===== config.mk =====
export PLATFORM = sky130hd
export DESIGN_NAME = ram_bist_ctrl
export DESIGN_NICKNAME = d
export VERILOG_FILES = /design/src/rtl/ram_bist_pkg.sv /design/src/rtl/ram_bist_addr_gen.sv /design/src/rtl/ram_bist_ctrl.sv
export SDC_FILE = /design/constraint.sdc
export NUM_CORES = 1
export LEC_CHECK = 0
export CELL_PAD_IN_SITES_DETAIL_PLACEMENT = 1
export CELL_PAD_IN_SITES_GLOBAL_PLACEMENT = 2
export CORE_MARGIN = 3
export CORE_UTILIZATION = 29
export DETAILED_ROUTE_END_ITERATION = 10
export PLACE_DENSITY = 0.84
export SYNTH_ARGS = -nofsm -noshare
export SYNTH_HDL_FRONTEND = slang
export SYNTH_SLANG_ARGS = --single-unit

===== constraint.sdc =====
create_clock -name clk -period 3.4 [get_ports clk]
set_input_delay 0.68 -clock clk [delete_from_list [all_inputs] [get_ports clk]]
set_output_delay 0.68 -clock clk [all_outputs]
set_load 0.05 [all_outputs]

===== src/rtl/ram_bist_pkg.sv =====
// ram_bist_pkg: shared encodings for the RAM march-test controller.
//   - FSM state codes (IDLE, W0, RD, CMP, DONE)
//   - 2-bit phase codes for the four march phases
//   - per-phase lookup masks (bit i describes phase i) for address
//     direction, expected-data polarity, write-data polarity and CMP write enable
// Used by ram_bist_ctrl and ram_bist_addr_gen.
package ram_bist_pkg;

  localparam logic [2:0] ST_IDLE = 3'd0;
  localparam logic [2:0] ST_W0   = 3'd1;
  localparam logic [2:0] ST_RD   = 3'd2;
  localparam logic [2:0] ST_CMP  = 3'd3;
  localparam logic [2:0] ST_DONE = 3'd4;

  localparam logic [1:0] PH_W0   = 2'd0;  // ascending, write PAT
  localparam logic [1:0] PH_RCW1 = 2'd1;  // ascending, expect PAT, write ~PAT
  localparam logic [1:0] PH_RCW2 = 2'd2;  // descending, expect ~PAT, write PAT
  localparam logic [1:0] PH_RC3  = 2'd3;  // ascending, expect PAT, no write

  // Bit i of each mask applies to phase i.
  localparam logic [3:0] PH_DOWN    = 4'b0100;  // 1 = descending address order
  localparam logic [3:0] PH_EXP_INV = 4'b0100;  // 1 = expect ~PAT on read
  localparam logic [3:0] PH_WR_INV  = 4'b0010;  // 1 = write ~PAT
  localparam logic [3:0] PH_CMP_WE  = 4'b0110;  // 1 = CMP state also writes

  // Select entry 'ph' of a per-phase mask.
  function automatic logic ph_sel(input logic [3:0] mask, input logic [1:0] ph);
    return mask[ph];
  endfunction

endpackage


===== src/rtl/ram_bist_addr_gen.sv =====
// ram_bist_addr_gen: AW-bit up/down address counter for the march test.
// Ports:
//   clk, rst_n   clock, asynchronous active-low reset (counter clears to 0)
//   load         load load_val this cycle (takes priority over en)
//   load_val     reload value (first address of the next phase)
//   en           step one address in the direction given by down
//   down         1 = count down, 0 = count up
//   addr         current address
//   tc           terminal count: addr is the last address for this direction
module ram_bist_addr_gen #(
  parameter int AW = 8
) (
  input  logic          clk,
  input  logic          rst_n,
  input  logic          load,
  input  logic [AW-1:0] load_val,
  input  logic          en,
  input  logic          down,
  output logic [AW-1:0] addr,
  output logic          tc
);

  localparam logic [AW-1:0] ONE  = AW'(1);
  localparam logic [AW-1:0] ZERO = '0;
  localparam logic [AW-1:0] TOP  = {AW{1'b1}};

  always_ff @(posedge clk or negedge rst_n) begin
    if (!rst_n) begin
      addr <= ZERO;
    end else if (load) begin
      addr <= load_val;
    end else if (en) begin
      addr <= down ? (addr - ONE) : (addr + ONE);
    end
  end

  // The controller reloads at tc instead of stepping, so the counter never wraps inside a phase.
  assign tc = down ? (addr == ZERO) : (addr == TOP);

endmodule


===== src/rtl/ram_bist_ctrl.sv =====
// ram_bist_ctrl: march-test initiator for a single-port RAM with 1-cycle read latency.
// Sequence: W0 (write PAT ascending), then three read/compare phases
// (expect PAT / write ~PAT ascending, expect ~PAT / write PAT descending,
// expect PAT ascending without writes). Reports pass and the first failing
// address/data.
//
// Handshake: start is a request sampled only in IDLE; while busy=1 the
// controller owns the RAM port and further start pulses are ignored;
// done is a one-cycle completion pulse in which busy is already low, and
// pass/fail_addr/fail_data stay valid from done until the next accepted start.
//
// Ports:
//   clk, rst_n            clock, asynchronous active-low reset (all outputs 0)
//   start                 begin test (IDLE only)
//   busy, done, pass      status / result
//   fail_addr, fail_data  first mismatch address and read data
//   ram_we, ram_addr, ram_din, ram_dout   RAM port
//   err_cnt               saturating mismatch count (RAM_BIST_ERRCNT_EN only)
//
// Build option RAM_BIST_ERRCNT_EN: when defined, the test always runs to the
// end and counts mismatches on err_cnt; when undefined, the first mismatch
// ends the test on the following cycle.
module ram_bist_ctrl
  import ram_bist_pkg::*;
#(
  parameter int              AW  = 8,
  parameter int              DW  = 8,
  parameter logic [DW-1:0]   PAT = 8'hAA
) (
  input  logic          clk,
  input  logic          rst_n,
  input  logic          start,
  output logic          busy,
  output logic          done,
  output logic          pass,
  output logic [AW-1:0] fail_addr,
  output logic [DW-1:0] fail_data,
  output logic          ram_we,
  output logic [AW-1:0] ram_addr,
  output logic [DW-1:0] ram_din,
  input  logic [DW-1:0] ram_dout
`ifdef RAM_BIST_ERRCNT_EN
  ,
  output logic [15:0]   err_cnt
`endif
);

  logic [2:0]    state, state_d;
  logic [1:0]    phase, phase_d;
  logic          err_seen;
  logic          mismatch;
  logic          abort;
  logic [DW-1:0] exp_data;
  logic [DW-1:0] wr_data;

  logic          cnt_load;
  logic [AW-1:0] cnt_load_val;
  logic          cnt_en;
  logic          cnt_down;
  logic [AW-1:0] cnt_addr;
  logic          cnt_tc;

  ram_bist_addr_gen #(.AW(AW)) u_addr_gen (
    .clk      (clk),
    .rst_n    (rst_n),
    .load     (cnt_load),
    .load_val (cnt_load_val),
    .en       (cnt_en),
    .down     (cnt_down),
    .addr     (cnt_addr),
    .tc       (cnt_tc)
  );

  assign cnt_down = ph_sel(PH_DOWN, phase);
  assign exp_data = ph_sel(PH_EXP_INV, phase) ? ~PAT : PAT;
  assign wr_data  = ph_sel(PH_WR_INV, phase) ? ~PAT : PAT;
  assign mismatch = (state == ST_CMP) && (ram_dout != exp_data);

`ifdef RAM_BIST_ERRCNT_EN
  assign abort = 1'b0;
`else
  // Stop on the first bad word; RAM contents are left as they are.
  assign abort = mismatch;
`endif

  always_comb begin
    state_d      = state;
    phase_d      = phase;
    cnt_load     = 1'b0;
    cnt_en       = 1'b0;
    case (state)
      ST_IDLE: begin
        if (start) begin
          state_d  = ST_W0;
          phase_d  = PH_W0;
          cnt_load = 1'b1;
        end
      end
      ST_W0: begin
        if (cnt_tc) begin
          state_d  = ST_RD;
          phase_d  = PH_RCW1;
          cnt_load = 1'b1;
        end else begin
          cnt_en = 1'b1;
        end
      end
      ST_RD: begin
        state_d = ST_CMP;
      end
      ST_CMP: begin
        if (abort) begin
          state_d = ST_DONE;
        end else if (cnt_tc) begin
          if (phase == PH_RC3) begin
            state_d = ST_DONE;
          end else begin
            state_d  = ST_RD;
            phase_d  = phase + 2'd1;
            cnt_load = 1'b1;
          end
        end else begin
          state_d = ST_RD;
          cnt_en  = 1'b1;
        end
      end
      ST_DONE: begin
        // start seen here is dropped; only IDLE accepts a new test.
        state_d = ST_IDLE;
      end
      default: begin
        state_d = ST_IDLE;
      end
    endcase
    // Reload value is the first address of whatever phase comes next.
    cnt_load_val = ph_sel(PH_DOWN, phase_d) ? {AW{1'b1}} : {AW{1'b0}};
  end

  always_ff @(posedge clk or negedge rst_n) begin
    if (!rst_n) begin
      state     <= ST_IDLE;
      phase     <= PH_W0;
      pass      <= 1'b0;
      fail_addr <= '0;
      fail_data <= '0;
      err_seen  <= 1'b0;
`ifdef RAM_BIST_ERRCNT_EN
      err_cnt   <= 16'd0;
`endif
    end else begin
      state <= state_d;
      phase <= phase_d;
      if ((state == ST_IDLE) && start) begin
        pass      <= 1'b0;
        fail_addr <= '0;
        fail_data <= '0;
        err_seen  <= 1'b0;
`ifdef RAM_BIST_ERRCNT_EN
        err_cnt   <= 16'd0;
`endif
      end
      if (mismatch) begin
        err_seen <= 1'b1;
        if (!err_seen) begin
          fail_addr <= cnt_addr;
          fail_data <= ram_dout;
        end
`ifdef RAM_BIST_ERRCNT_EN
        if (err_cnt != 16'hFFFF) begin
          err_cnt <= err_cnt + 16'd1;
        end
`endif
      end
      // Result is fixed on entry to DONE; the current cycle's compare counts too.
      if ((state_d == ST_DONE) && (state != ST_DONE)) begin
        pass <= !(err_seen || mismatch);
      end
    end
  end

  // Outputs decode straight from registered state so reset clears them at once.
  assign busy     = (state == ST_W0) || (state == ST_RD) || (state == ST_CMP);
  assign done     = (state == ST_DONE);
  assign ram_we   = (state == ST_W0) || ((state == ST_CMP) && ph_sel(PH_CMP_WE, phase));
  assign ram_addr = busy ? cnt_addr : '0;
  assign ram_din  = ram_we ? wr_data : '0;

endmodule


==> impl_results.md <==
- Biggest area consumer among synthesized cells: dfrtp_1
- First DRT Iteration DRCs: just over 40
- Worst VDD drop: 0.000616 V
- Fin area: roughly 2600 um^2
- Tot Pwr: 2.63 mW
- Synth Area in Simple Gates: 0.233
- Row Count: 29
- Port Buf Inserts: 46
- Slew margin rel.: 0.350
- Final period util: 0.883
- Achievable Freq: 333 MHz
- Die width: 87.5 um
- Share of the synthesized area in the top cell type: 0.403
- Top cells by count, synth: nand2_1 (39), dfrtp_1 (31), a21oi_1 (18), o21ai_0 (18), nor2_1 (17)
- Post-Synth XOR/XNOR Area: 0.0273
- Post-synthesis mux area share: 0.0208
- Post-Synth Adder-Cell Area: 0.0754
- WHS: 530 ps
- Clock skew: between 5 and 6 ps
- Fin. Hold Viols: 0
- HP Class: register to register
- Met3 GRT Util: 0.0284
- Max Slew Vio Count: 0
- Max FO, Critical Path: 5
- Unrepaired setup endpoints after global routing: no
- Starting density of the core: 0.302
- Synthesis Warnings: 0
- Crit path buffers/inverters: 2
- Mapped Nets: around 240
- Crit path arrival time: 2320 ps
- CTS Root Cell: clkbuf_8
- CTS max path bufs: 2
- Most numerous cell in the Yosys netlist: nand2_1
- Detailed-route DRC error count: 0
- Sequential fraction of the synthesis area: 0.403
- GRT overflow: 0
- Post-DP HPWL: 4050 um
- Crit end category: output port
- Via density: around 5
- TritonRoute pass-1 iters: 4
- Tmin final: around 3000 ps
- Die ar.: 7650 um^2
- Cells after DPL: 334
- Largest net degree at the start of global routing: 33
- Final Non-Filler Cells: 342
- Layout Nets: 286
- Met2 Use GR: 0.253
- Routed WL: approximately 5300 um
- Cts hold-fix bufs: 0
- CP max-delay cell: clkdlybuf4s50_1
- Max cap viols: 0
- Synth Area per Inst: roughly 8.8 um^2
- Crit Path Category: register to output port
- Core area: 6390 um^2
- Worst Setup Start Kind: register
- Clk Latency, worst-skew pair: 280 ps
- Synth Area in Compound Gates: 0.189
- Status: completed
- Yosys reg bits: 31
- Global-route wire length before repair: approximately 9000 um
- Busiest grt layer: met2
- Top FF cell, synth: dfrtp_1
- Num ports: 47
- Area Growth Syn to Fin: 33.2%
- Synth area leaders: dfrtp_1 (40%), nand2_1 (7.6%), ha_1 (6.5%), a21oi_1 (4.7%), o21ai_0 (4.7%)
- Clock-pin slew on the worst setup and hold paths: 70 ps
- # setup viols final: 0
- H-tree Lvls: 2
- Vias in the first global route: 1833
- Critical Path Max Stage Delay: 850 ps
- Routed len/inst: 15.6 um
- Die span in y: a little under 90 um
- Met1 Resource Use GR: 0.195
- Worst path required time: 2720 ps
- Pwr/cell area: 1020 nW/um^2
- Synth Instances: 219
- Via count: 1699
- GRT Util Overall: 0.147
- Mapped cell area: 1930 um^2
- Family with the most delay on the worst path: buffers and inverters
- TritonCTS clock tree: yes
- Routed Antenna Nets: 0
- Routability congestion estimate: 0.824
- Initial antenna violation count: 0
- EDFF count, synth: 0
- Worst slew pin tran: 971 ps
- FFs w/ async S/R, synth: 1.00
- Post-CTS Resized: 0
- Cells along the critical path: inv_1 -> ha_1 -> o21a_1 -> nor2b_1 -> clkdlybuf4s50_1
- Area of placed instances: 2450 um^2
- Static Leak: 1.09 nW
- Largest family of logic cells by synthesized area: simple AND/OR/NAND/NOR gates
- Ant. Diodes: 0
- Synth unique cells: between 40 and 50
- Layout cells sized above 1: 0.0717
- # Post-CTS Setup Buffers: 0
- Total Neg Setup Slack: 0 ps
- FF-to-FF setup slack: 500 ps
- CTS buffer count: 5
- Clock sink total: 31
## routing by layer
metal / share of wire / wire (um)
met1: 0.47 / 2520
met2: 0.49 / 2630
met3: 0.026 / 138
met4: 0.0064 / 34
met5: 0 / 0
## logic make-up (layout without fill, tap and decap cells)
| group | after synthesis | after routing |
|---|---|---|
| buffers and inverters | 20 | 66 |
| adders and majority gates | 11 | 11 |
| DFF | 31 | 31 |
| and+or+nand+nor | 92 | 92 |
| xor gates and xnor gates | 6 | 6 |
| AOI/OAI and AO/OA | 55 | 55 |
| muxes | 4 | 4 |
## final cells by class
| class | count | area [um^2] |
|---|---|---|
| Clock buffer | 6 | 82.6 |
| Clock inverter | 2 | 35.0 |
| Fill cell | 765 | 3820 |
| Inverter | 7 | 26.3 |
| Multi-Input combinational cell | 168 | 1050 |
| Sequential cell | 31 | 776 |
| Tap cell | 77 | 96.3 |
| Timing Repair Buffer | 51 | 498 |
## metrics by stage
step                worst slack [ps]  utilization
detailed placement               298        0.383
CTS                              361        0.402
global route                     217        0.402
global placement                 359        0.383
floorplan                        207            -
finish                           397        0.402
## worst reg2reg max path, stage by stage, from the launching register on
cell and delay (ps):
dfrtp_1 440, inv_1 110, ha_1 460, ha_1 380, and3_1 200, a221o_1 360, o41ai_2 310, xnor2_1 180
nor2_1 70, xnor2_1 170, a21oi_1 80
## where the power goes
part           total, mW  switching (mW)  internal, mW  leakage, nW
combinational       1.59            1.03         0.557        0.621
sequential         0.652           0.144         0.507        0.406
clock              0.382           0.145         0.237       0.0612
## sequential cells by signal, indices dropped and copies added (netlist names)
register,flops
err_seen,1
fail_addr,8
fail_data,8
pass,1
phase,2
state,3
u_addr_gen.addr,8
## placed cells by master (no fill, tap or decap), drive strengths merged, types with 2 or more instances in the layout
cell,netlist,layout
nand3,2,2
clkbuf,6,6
dfrtp,31,31
inv,7,7
nor4,2,2
mux2i,4,4
nand2,39,39
a21oi,19,19
ha,10,10
nand3b,2,2
and3,2,2
o21bai,2,2
o211ai,2,2
o21ai,18,18
clkdlybuf4s50,0,46
buf,7,5
nor3,6,6
nor2,17,17
o21a,2,2
and2,9,9
xnor2,5,5
nor2b,4,4
## worst paths after layout
path / from / to / cells after the start
worst max-delay path: phase[0] / ram_din[5] / 5
worst min-delay path: fail_addr[3] / fail_addr[3] / 2
worst max register to register: phase[0] / u_addr_gen.addr[7] / 10
worst min register to register: fail_addr[3] / fail_addr[3] / 2
max in group asynchronous: rst_n / u_addr_gen.addr[6] / 2
min in group asynchronous: rst_n / state[1] / 2
Note: power is estimated with default switching activity, not from simulation.
